### config.mk
export PLATFORM = sky130hd
export DESIGN_NAME = multdiv_issuer
export DESIGN_NICKNAME = d
export VERILOG_FILES = /design/src/rtl/multdiv_pkg.sv /design/src/rtl/multdiv_wait_timer.sv /design/src/rtl/multdiv_issuer.sv
export SDC_FILE = /design/constraint.sdc
export NUM_CORES = 1
export LEC_CHECK = 0
export ABC_CLOCK_PERIOD_IN_PS = 4250
export BUFFER_PORTS_ARGS = -buffer_cell sky130_fd_sc_hd__buf_2
export CAP_MARGIN = 0
export CORE_ASPECT_RATIO = 2
export CORE_MARGIN = 2
export CORE_UTILIZATION = 40
export DETAILED_ROUTE_END_ITERATION = 6
export GPL_TIMING_DRIVEN = 0
export PLACE_DENSITY_LB_ADDON = 0.05
export SETUP_SLACK_MARGIN = 0.1
export SLEW_MARGIN = 15
export SYNTH_ARGS = -nofsm -noshare
export SYNTH_HDL_FRONTEND = slang
export SYNTH_SLANG_ARGS = --single-unit
### constraint.sdc
create_clock -name clock -period 4.25 [get_ports clock]
set_clock_uncertainty 0.05 [all_clocks]
set_input_delay 0.425 -clock clock [delete_from_list [all_inputs] [get_ports clock]]
set_output_delay 0.425 -clock clock [all_outputs]
set_load 0.05 [all_outputs]
### src/rtl/multdiv_pkg.sv
// Shared encodings for the multiply/divide issuer and its wait timer.
package multdiv_pkg;

    typedef enum logic [2:0] {
        IDLE  = 3'd0,
        ISSUE = 3'd1,
        WAIT  = 3'd2,
        DONE  = 3'd3,
        GAP   = 3'd4
    } state_e;

    localparam logic OP_MULT = 1'b0;
    localparam logic OP_DIV  = 1'b1;

endpackage

### src/rtl/multdiv_wait_timer.sv
// Wait counter for the issuer: cleared on issue, counts stalled WAIT cycles,
// flags when the last permitted WAIT cycle is reached.
module multdiv_wait_timer
    import multdiv_pkg::*;
#(
    parameter int TIMEOUT_CYCLES = 64,
    parameter int CNT_W          = 7
) (
    input  logic clock,
    input  logic reset,
    input  logic clr,
    input  logic en,
    output logic expired
);

    logic [CNT_W-1:0] cnt_q, cnt_d;

    // Next count: clear has priority over increment.
    always_comb begin
        cnt_d = cnt_q;
        if (clr)
            cnt_d = '0;
        else if (en)
            cnt_d = cnt_q + 1'b1;
    end

    // Counter register.
    always_ff @(posedge clock or posedge reset) begin
        if (reset)
            cnt_q <= '0;
        else
            cnt_q <= cnt_d;
    end

    assign expired = (cnt_q == CNT_W'(TIMEOUT_CYCLES - 1));

endmodule

### src/rtl/multdiv_issuer.sv
// Pipeline-side initiator for the shared mult/div unit. Latches one request,
// holds the op select high until the unit answers (or the wait times out),
// then pulses a one-cycle writeback and leaves a low gap before the next op.
module multdiv_issuer
    import multdiv_pkg::*;
#(
    parameter int TIMEOUT_CYCLES = 64,
    parameter int CNT_W          = 7
) (
    input  logic        clock,
    input  logic        reset,
    input  logic        req_valid,
    input  logic        req_op,
    input  logic [31:0] req_a,
    input  logic [15:0] req_b,
    input  logic [4:0]  req_rd,
    input  logic        flush,
    output logic [31:0] data_operandA,
    output logic [15:0] data_operandB,
    output logic        ctrl_MULT,
    output logic        ctrl_DIV,
    input  logic [31:0] data_result,
    input  logic        data_exception,
    input  logic        data_inputRDY,
    input  logic        data_resultRDY,
    output logic        stall,
    output logic        wb_valid,
    output logic [31:0] wb_data,
    output logic [4:0]  wb_rd,
    output logic        wb_exception,
    output logic        timeout
);

    state_e      state_q, state_d;
    logic        op_q, op_d;
    logic [31:0] opa_q, opa_d;
    logic [15:0] opb_q, opb_d;
    logic [4:0]  rd_q, rd_d;
    logic        ctrl_mult_q, ctrl_mult_d;
    logic        ctrl_div_q, ctrl_div_d;
    logic        wb_valid_q, wb_valid_d;
    logic [31:0] wb_data_q, wb_data_d;
    logic [4:0]  wb_rd_q, wb_rd_d;
    logic        wb_exc_q, wb_exc_d;
    logic        timeout_q, timeout_d;
    logic        tmr_expired;

    // Unit-ready is informational only; it does not steer control.
    logic unused_inputs;
    assign unused_inputs = data_inputRDY;

    multdiv_wait_timer #(
        .TIMEOUT_CYCLES(TIMEOUT_CYCLES),
        .CNT_W         (CNT_W)
    ) u_timer (
        .clock  (clock),
        .reset  (reset),
        .clr    (state_q == ISSUE),
        .en     ((state_q == WAIT) && !data_resultRDY && !tmr_expired),
        .expired(tmr_expired)
    );

    // Next-state, operand capture and writeback capture.
    always_comb begin
        state_d    = state_q;
        op_d       = op_q;
        opa_d      = opa_q;
        opb_d      = opb_q;
        rd_d       = rd_q;
        wb_data_d  = wb_data_q;
        wb_rd_d    = wb_rd_q;
        wb_exc_d   = wb_exc_q;
        wb_valid_d = 1'b0;
        timeout_d  = 1'b0;
        case (state_q)
            IDLE: begin
                if (req_valid && !flush) begin
                    op_d    = req_op;
                    opa_d   = req_a;
                    opb_d   = req_b;
                    rd_d    = req_rd;
                    state_d = ISSUE;
                end
            end
            ISSUE: state_d = flush ? GAP : WAIT;
            WAIT: begin
                if (flush) begin
                    state_d = GAP;
                end else if (data_resultRDY) begin
                    // A result on the expiry cycle still wins over the timeout.
                    wb_data_d  = data_result;
                    wb_exc_d   = data_exception;
                    wb_rd_d    = rd_q;
                    wb_valid_d = 1'b1;
                    state_d    = DONE;
                end else if (tmr_expired) begin
                    wb_data_d  = '0;
                    wb_exc_d   = 1'b1;
                    wb_rd_d    = rd_q;
                    wb_valid_d = 1'b1;
                    timeout_d  = 1'b1;
                    state_d    = DONE;
                end
            end
            DONE:    state_d = GAP;
            GAP:     state_d = IDLE;
            default: state_d = IDLE;
        endcase
        // Select is registered off the next state so it is high exactly in ISSUE/WAIT.
        ctrl_mult_d = ((state_d == ISSUE) || (state_d == WAIT)) && (op_d == OP_MULT);
        ctrl_div_d  = ((state_d == ISSUE) || (state_d == WAIT)) && (op_d == OP_DIV);
    end

    // State and datapath registers; reset drops any op and lowers ctrl at once.
    always_ff @(posedge clock or posedge reset) begin
        if (reset) begin
            state_q     <= IDLE;
            op_q        <= OP_MULT;
            opa_q       <= '0;
            opb_q       <= '0;
            rd_q        <= '0;
            ctrl_mult_q <= 1'b0;
            ctrl_div_q  <= 1'b0;
            wb_valid_q  <= 1'b0;
            wb_data_q   <= '0;
            wb_rd_q     <= '0;
            wb_exc_q    <= 1'b0;
            timeout_q   <= 1'b0;
        end else begin
            state_q     <= state_d;
            op_q        <= op_d;
            opa_q       <= opa_d;
            opb_q       <= opb_d;
            rd_q        <= rd_d;
            ctrl_mult_q <= ctrl_mult_d;
            ctrl_div_q  <= ctrl_div_d;
            wb_valid_q  <= wb_valid_d;
            wb_data_q   <= wb_data_d;
            wb_rd_q     <= wb_rd_d;
            wb_exc_q    <= wb_exc_d;
            timeout_q   <= timeout_d;
        end
    end

    // Upstream freezes from acceptance until the writeback cycle.
    always_comb begin
        stall = ((state_q == IDLE) && req_valid && !flush) ||
                (state_q == ISSUE) || (state_q == WAIT);
    end

    assign data_operandA = opa_q;
    assign data_operandB = opb_q;
    assign ctrl_MULT     = ctrl_mult_q;
    assign ctrl_DIV      = ctrl_div_q;
    assign wb_valid      = wb_valid_q;
    assign wb_data       = wb_data_q;
    assign wb_rd         = wb_rd_q;
    assign wb_exception  = wb_exc_q;
    assign timeout       = timeout_q;

endmodule

# After elaboration in Yosys (flattened, before gate mapping)
# Index checks and enable logic that the tools add are counted.
# Widths: inputs -> output; s select.
# op_classes
addsub,1
mul,0
div_mod_pow,0
n_lt_le_gt_ge,0
n_eq_ne,6
shifts,0
mux,23
bitwise_logic,2
reduce_logical,18
# ops
operator,count
$mux 32,2
$mux 3,5
$mux 7,2
$pmux 3 s4,1
$mux 1,11
$mux 5,2
$eq 3x2->1 const B,3
$add 7x1->7 const B,1
$eq 7x6->1 const B,1
$logic_and 1x1->1,7
$eq 3x1->1 const B,2
$reduce_bool 2->1,2
$logic_not 1->1,3
$logic_not 3->1,1
$logic_or 1x1->1,3
$reduce_and 3->1,1
$not 1->1,2
$reduce_and 2->1,1
# totals
reg_bits,106
latch_bits,0
mem_bits_rw,0
rom_bits,0
inputBits,93
output_inout_bits,91
elab_cells,63
n_memories,0

# Logic depth before layout (Yosys ltp)
# Gate-level depths: netlist of run 1.
# logic_depth
depth_word,8
ltp_mapped,7
ltp_nobuf,6

# Modules after synthesis
# Synthesis of run 1 repeated with hierarchy kept, for this count alone.
# unflattened
hier_cells,268
hier_area_um2,4187.8
# modules_own_cells
module,instances,cells_each,area_each_um2,seq_area_each_um2
multdiv_issuer,1,237,3860.0,2477.4
multdiv_wait_timer,1,31,327.8,175.2

# Least setup slack after synthesis of run 1
# No wires, ideal clock.
# synth_path
path_type,reg2out
start,register state_q[1]
end,output stall
t_arrival_ps,1891
t_required_ps,3775
path_slack_ps,1884
stages_incl_launch_ff,5
path_buffers,1
cell_sequence,dfrtp_1 buf_6 nor2b_1 nor2_1 o21ai_0
# synth_via
elab_chain_len,5
# synth_rtl
item,line_no,rtl
start: declaration,multdiv_issuer.sv:34,"state_e state_q, state_d;"
start signal: assignment,multdiv_issuer.sv:130,state_q <= state_d;
$logic_not 3->1,multdiv_issuer.sv:147,stall = ((state_q == IDLE) && req_valid && !flush) ||
$logic_and 1x1->1 (2 in a row),multdiv_issuer.sv:147,
$logic_or 1x1->1,multdiv_issuer.sv:147,
$logic_or 1x1->1 *,multdiv_issuer.sv:148,(state_q == ISSUE) || (state_q == WAIT);
end: declaration,multdiv_issuer.sv:26,"output logic stall,"
# Mark *: on every way between the ends. The rest lies on a longest branch, timed or not.

# Worst setup path after layout of run 1
# layout_path
start,register state_q[2]
end,output stall
# The elaborated chain is that of the path after synthesis.

==> flow_metrics.tcl, run 1 <==
set metrics [dict create \
    status "finished, final reports clean" \
    clk_path_buf_depth 2 \
    setup-violations-final 0 \
    synth_edf_count 0 \
    hold_slack_ns 0.006016 \
    viasPerCell 4.848 \
    drive_gt1_share_pct 59.58 \
    top_level_ports 184 \
    worst_slew_pin_slew_ns 0.4514 \
    worstSetupPathType "reg -> out" \
    fp.coreArea_mm2 0.01081 \
    synth_cell_type_count 42 \
    cp_slowest_stage_delay_ns 0.44 \
    cts.sinks 106 \
    antenna_found_initial 0 \
    reg2reg_slack_ns 2.27 \
    cp.depth 6 \
    cts_made_buffers 9 \
    irDropWorstVdd_mv 0.4109 \
    final_nets 569 \
    cts_resized 0 \
    cp-endpoint "stall" \
    grt_overflow 0 \
    synthCells 282 \
    worstPathRequired_ns 3.77 \
    finalPower_mw 4.621 \
    yosysTopAreaCell "dfrtp_1" \
    timing.rr.start "u_timer.cnt_q[0]$_DFFE_PP0P_" \
    min_path_type "in -> async" \
    grt_max_degree 76 \
    antennaDiodeCount 0 \
    cp_top_family "buffers and inverters" \
    vias 3006 \
    syn_nets 376 \
    critPathMostFrequentCell "buf_6" \
    synth_top_area_share_pct 60.36 \
    ys_seq_area_share_pct 60.36 \
    rows 54 \
    cp-start-kind "flop" \
    drtIter0Drc 122 \
    timing.final.hold_violations 0 \
    crit_start "state_q[2]$_DFF_PP0_" \
    cp_num_buf_inv 3 \
    fin_crit_sh_pct 56.79 \
    ys_ff_latch 106 \
    cts_tree "yes" \
    drc 0 \
    antenna_left 0 \
    fin_crit_ns 2.414 \
    synthTopCellsByCount "dfrtp_1 (106), mux2_4 (37), a22o_1 (32), mux2_2 (22), buf_6 (14)" \
    end_kind "primary output" \
    grt_pass1_wl_mm 16.47 \
    clk_pin_slew_ns 0.07 \
    drt_wl_total_mm 10.16 \
    timing.fmax_mhz 414.3 \
    place_hpwl_mm 7.568 \
    worstRegToRegCells 6 \
    maxSlewHeadroom_pct 69.65 \
    synthToLayoutAreaGrowth_pct 32.55 \
    clock_latency_ns 0.34 \
    slew_violations 0 \
    total_leakage_power_nw 3.066 \
    wl_per_cell_um 16.38 \
    ys_warn_count 0 \
    die_area_mm2 0.01189 \
    initial_utilization_pct 40.65 \
    postCtsHoldBufs 0 \
    p_per_area_mw_per_mm2 793.4 \
    synthFlopType "dfrtp_1" \
    maxCapViolCount 0 \
    port-buffer-count 181 \
    grt_pass1_vias 3196 \
    n_fill_cell 965 \
    die_w_um 78.12 \
    cts_root_buf "clkbuf_16" \
    async_flop_share_pct 100.0 \
    synth.most_common_cell "dfrtp_1" \
    path_max_fanout 10 \
    setup_tns_ns 0 \
    rsz0062_at_grt "no" \
    arrival_ns 1.94 \
    reg2reg_to "wb_rd[1]$_DFFE_PP0P_" \
    dr.pass1.iters 4 \
    post_cts_buffers 0 \
    die-height_um 152.2 \
    syn_avg_cell_area_um2 15.58 \
    worstPathCellList "nor2_1 -> nand3_4 -> buf_6 -> buf_6 -> o21ai_0 -> buf_2" \
    grt_use_total_pct 17.81 \
    gp_congestion 0.7882 \
    slowest_stage "dfrtp_1" \
    synth_area_leaders "dfrtp_1 (60%), mux2_4 (13%), a22o_1 (6.4%), mux2_2 (5.6%), buf_6 (3.6%)" \
    synthesis.area_mm2 0.004394 \
    h-tree-depth 3 \
]
-- layer usage --
| layer | routed length, um | vias to the layer above | track usage [%] | part of all wire (%) |
|---|---|---|---|---|
| met5 | 0 | - | 0 | 0 |
| met4 | 250 | 0 | 6.516 | 2.5 |
| met3 | 590 | 16 | 5.154 | 5.8 |
| met2 | 5562 | 111 | 31.69 | 55 |
| met1 | 3753 | 1468 | 19.84 | 37 |
| li1 | - | 1411 | - | - |
-- sequential cells by signal (all words and copies together), names as in the netlist --
name,count
rd_q,5
wb_valid,1
wb_exception,1
wb_rd,5
state_q,3
ctrl_MULT,1
ctrl_DIV,1
timeout,1
op_q,1
u_timer.cnt_q,7
data_operandB,16
data_operandA,32
wb_data,32
-- metrics by stage --
stage	util, %	setup WS, ns	instances	area [um^2]
floorplan	-	0.9861	282	4394
detailed placement	50.95	2.069	604	5508
CTS	53.88	1.810	620	5824
finish	53.88	1.836	620	5824
global route	53.88	1.721	620	5824
global placement	50.65	-0.2676	603	5475
-- report_power, final --
group	leakage [nW]	internal [mW]	total [mW]	switching, mW
clock	0.157	0.519	0.887	0.368
combinational	1.60	0.649	2.19	1.54
sequential	1.31	1.36	1.55	0.181
total	3.07	2.53	4.62	2.09
-- area by class of cell --
type                    instances  area, um^2  area share (%)
flip-flops and latches        106        2653           45.54
clock inverters                 6       87.58           1.504
multi-input cells             154        1541           26.47
plain buffers                  18       182.7           3.136
clock buffers                  10       229.0           3.931
well taps                     140       175.2           3.008
inverters                       4       22.52          0.3867
repair buffers                182       933.4           16.03
-- kinds of logic (layout without fill, tap and decap cells) --
family	Yosys count	in the layout	share of synthesized area (%)
AO/OA/AOI/OAI	53	53	9.938
adder cells (fa/ha/maj)	1	1	0.2847
buffers and inverters	22	220	4.556
flip-flops	106	106	60.36
multiplexers	59	59	18.28
AND/OR/NAND/NOR	41	41	6.578
-- worst min path at each step --
| stage | from | endpoint | slack, ns |
|---|---|---|---|
| 2_1_floorplan | u_timer.cnt_q[6]$_DFFE_PP0P_ | u_timer.cnt_q[6]$_DFFE_PP0P_ | 0.41 |
| 3_3_place_gp | wb_data[1]$_DFFE_PP0P_ | wb_data[1]$_DFFE_PP0P_ | 0.43 |
| 3_5_place_dp | reset | wb_data[21]$_DFFE_PP0P_ | 0.38 |
| 4_1_cts | reset | wb_data[21]$_DFFE_PP0P_ | 0.008 |
| 5_1_grt | reset | wb_data[24]$_DFFE_PP0P_ | 0.02 |
| 6_report | reset | wb_data[23]$_DFFE_PP0P_ | 0.006 |
-- cell usage in the layout (no fill, tap or decap), drive strengths merged --
master   instances
o21ai            6
mux2            59
nor3             6
a31oi            3
clkbuf          10
or2              1
clkinv           2
nand4            1
nor2b            3
and3             4
a2111oi          1
nor2             8
o21a             1
buf            200
ha               1
a2bb2oi          1
dfrtp          106
nand2            5
nand2b           3
nand3            2
a22oi            1
a21o             1
bufinv           2
a32oi            1
and3b            4
nand4b           1
a31o             1
nor3b            1
nor4             1
o211ai           1
or4              1
a22o            32
a21oi            2
o31ai            2
inv              6
Power figures use the tool's default switching activity.
==> run 2: changes to the inputs <==
--- a/config.mk
+++ b/config.mk
@@ -5,7 +5,8 @@
 export SDC_FILE = /design/constraint.sdc
 export NUM_CORES = 1
 export LEC_CHECK = 0
-export ABC_CLOCK_PERIOD_IN_PS = 4250
+export ABC_AREA = 1
+export ABC_CLOCK_PERIOD_IN_PS = 2500
 export BUFFER_PORTS_ARGS = -buffer_cell sky130_fd_sc_hd__buf_2
 export CAP_MARGIN = 0
 export CORE_ASPECT_RATIO = 2
==> constraint.sdc (replaced) <==
create_clock -name clock -period 2.5 [get_ports clock]
set_clock_uncertainty 0.05 [all_clocks]
set_input_delay 0.25 -clock clock [delete_from_list [all_inputs] [get_ports clock]]
set_output_delay 0.25 -clock clock [all_outputs]
set_load 0.05 [all_outputs]
==> flow_metrics.tcl, run 2 <==
set metrics [dict create \
    finalPower_mw 7.301 \
    fin_crit_sh_pct 82.81 \
    synthToLayoutAreaGrowth_pct 33.32 \
    timing.fmax_mhz 483.1 \
    vias 3775 \
    slew_violations 0 \
    drc 0 \
    worstPathCellList "nor2_1 -> nand3_2 -> buf_4 -> buf_6 -> nand3_1 -> buf_2" \
    drtIter0Drc 198 \
    fin_area_mm2 0.005817 \
    cts_tree "yes" \
    cp-start-kind "flop" \
    drt_wl_total_mm 10.52 \
    cts_resized 0 \
    cts_made_buffers 9 \
    grt_use_total_pct 17.94 \
    synth_top_area_share_pct 60.80 \
    placed_cell_area_mm2 0.005515 \
    worst_slew_pin_slew_ns 0.5335 \
    irDropWorstVdd_mv 0.5195 \
    grt_pass1_wl_mm 16.87 \
    dr.pass1.iters 4 \
    rsz0062_at_grt "no" \
    grt_max_degree 35 \
    clock_latency_ns 0.34 \
    top_level_ports 184 \
    fin_ws_ns 0.4298 \
    fp.coreArea_mm2 0.01074 \
    layout_common_cells "nand2_1 (262), buf_2 (183), dfrtp_1 (106)" \
    synthFlopType "dfrtp_1" \
    async_flop_share_pct 100.0 \
    place_hpwl_mm 7.706 \
    clk_path_buf_depth 2 \
    clk_pin_slew_ns 0.07 \
    synth.most_common_cell "nand2_1" \
    synthTopCellsByCount "nand2_1 (262), dfrtp_1 (106), nand3_1 (50), buf_6 (14), inv_1 (13)" \
    final_nets 780 \
    status "finished, final reports clean" \
    viasPerCell 4.548 \
    cp_num_buf_inv 3 \
    gp_congestion 0.7988 \
    antennaDiodeCount 0 \
    cp_top_family "buffers and inverters" \
    cts.sinks 106 \
    synth_edf_count 0 \
    die_area_mm2 0.01181 \
    fin_crit_ns 2.070 \
    antenna_left 0 \
    dp.cells 814 \
    synthCells 490 \
    slowest_stage "dfrtp_1" \
    grt_pass1_vias 3525 \
    synth_cell_type_count 23 \
    port-buffer-count 181 \
    die_w_um 77.85 \
    end_kind "primary output" \
    h-tree-depth 3 \
    synth_area_leaders "dfrtp_1 (61%), nand2_1 (23%), nand3_1 (5.7%), buf_6 (3.6%), inv_1 (1.1%)" \
    timing.final.hold_violations 0 \
    rows 54 \
    place_ws_ns 0.7807 \
    syn_nets 584 \
    initial_utilization_pct 40.61 \
    drive_gt1_share_pct 34.06 \
    wl_per_cell_um 12.67 \
    synthesis.area_mm2 0.004363 \
    final_cells 830 \
    ys_seq_area_share_pct 60.80 \
    mostFrequentLayoutCell "nand2_1" \
    yosysTopAreaCell "dfrtp_1" \
    path_max_fanout 10 \
    antenna_found_initial 0 \
    worstSetupPathType "reg -> out" \
    fin_util_pct 54.15 \
    syn_avg_cell_area_um2 8.904 \
    setup_tns_ns 0 \
    arrival_ns 1.77 \
    cp_slowest_stage_delay_ns 0.39 \
    setup-violations-final 0 \
    maxCapViolCount 0 \
    hold_slack_ns 0.04606 \
    ys_ff_latch 106 \
    die-height_um 151.7 \
    worstPathRequired_ns 2.20 \
    cts_root_buf "clkbuf_16" \
    total_leakage_power_nw 3.433 \
    ys_warn_count 0 \
    grt_overflow 0 \
    min_path_type "in -> reg" \
    maxSlewHeadroom_pct 64.36 \
    p_per_area_mw_per_mm2 1255 \
]
[run 2: logic make-up (layout without fill, tap and decap cells)]
| group | Yosys count | in the layout | synth area share, % |
|---|---|---|---|
| buf+inv | 41 | 241 | 6.338 |
| simple gates | 337 | 337 | 31.83 |
| compound gates | 4 | 4 | 0.5448 |
| flops | 106 | 106 | 60.80 |
| fa+ha+maj | 1 | 1 | 0.2867 |
| xor+xnor | 1 | 1 | 0.2008 |
[run 2: final timing paths]
check / from / end / slack (ns) / cells past startpoint
hold / removal: req_a[21] / data_operandA[21]$_DFFE_PP0P_ / 0.05 / 3
setup / recovery: state_q[2]$_DFF_PP0_ / stall / 0.43 / 6
min in group asynchronous: reset / data_operandB[9]$_DFFE_PP0P_ / 0.45 / 3
max in group asynchronous: reset / wb_data[2]$_DFFE_PP0P_ / 1.17 / 5
hold reg to reg: state_q[2]$_DFF_PP0_ / state_q[2]$_DFF_PP0_ / 0.41 / 1
setup reg to reg: u_timer.cnt_q[0]$_DFFE_PP0P_ / wb_data[30]$_DFFE_PP0P_ / 0.91 / 9
[run 2: repair_timing]
item / 4_1_cts / 5_1_grt
buffers inserted: 0 / 0
hold buffers: 1 / 0
hold endpoints to repair: 19 / 0
[run 2: area by class of cell]
cell class / count / area, um^2
Fill cell: 1030 / 4926
Clock inverter: 6 / 66.31
Inverter: 18 / 71.32
Buffer: 23 / 209.0
Timing Repair Buffer: 185 / 983.4
Multi-Input combinational cell: 343 / 1434
Sequential cell: 106 / 2653
Tap cell: 140 / 175.2
Clock buffer: 9 / 225.2
[run 2: report_power, final]
part	internal, mW	switching (mW)
Clock	0.773	0.617
Combinational	0.728	2.61
Sequential	2.29	0.292
[run 2: routing by layer]
layer / share of wire (%) / GRT usage, % / routed length [um] / up-vias
met3: 6.1 / 3.732 / 644 / 12
met1: 44 / 23.84 / 4583 / 1734
li1: - / - / - / 1906
met2: 49 / 29.14 / 5121 / 123
met5: 0 / 0 / 0 / -
met4: 1.6 / 6.161 / 167 / 0
[run 2: worst min-delay path: stages]
cell and delay (ns):
buf_2 0.07, nand2_1 0.04, nand2_1 0.04
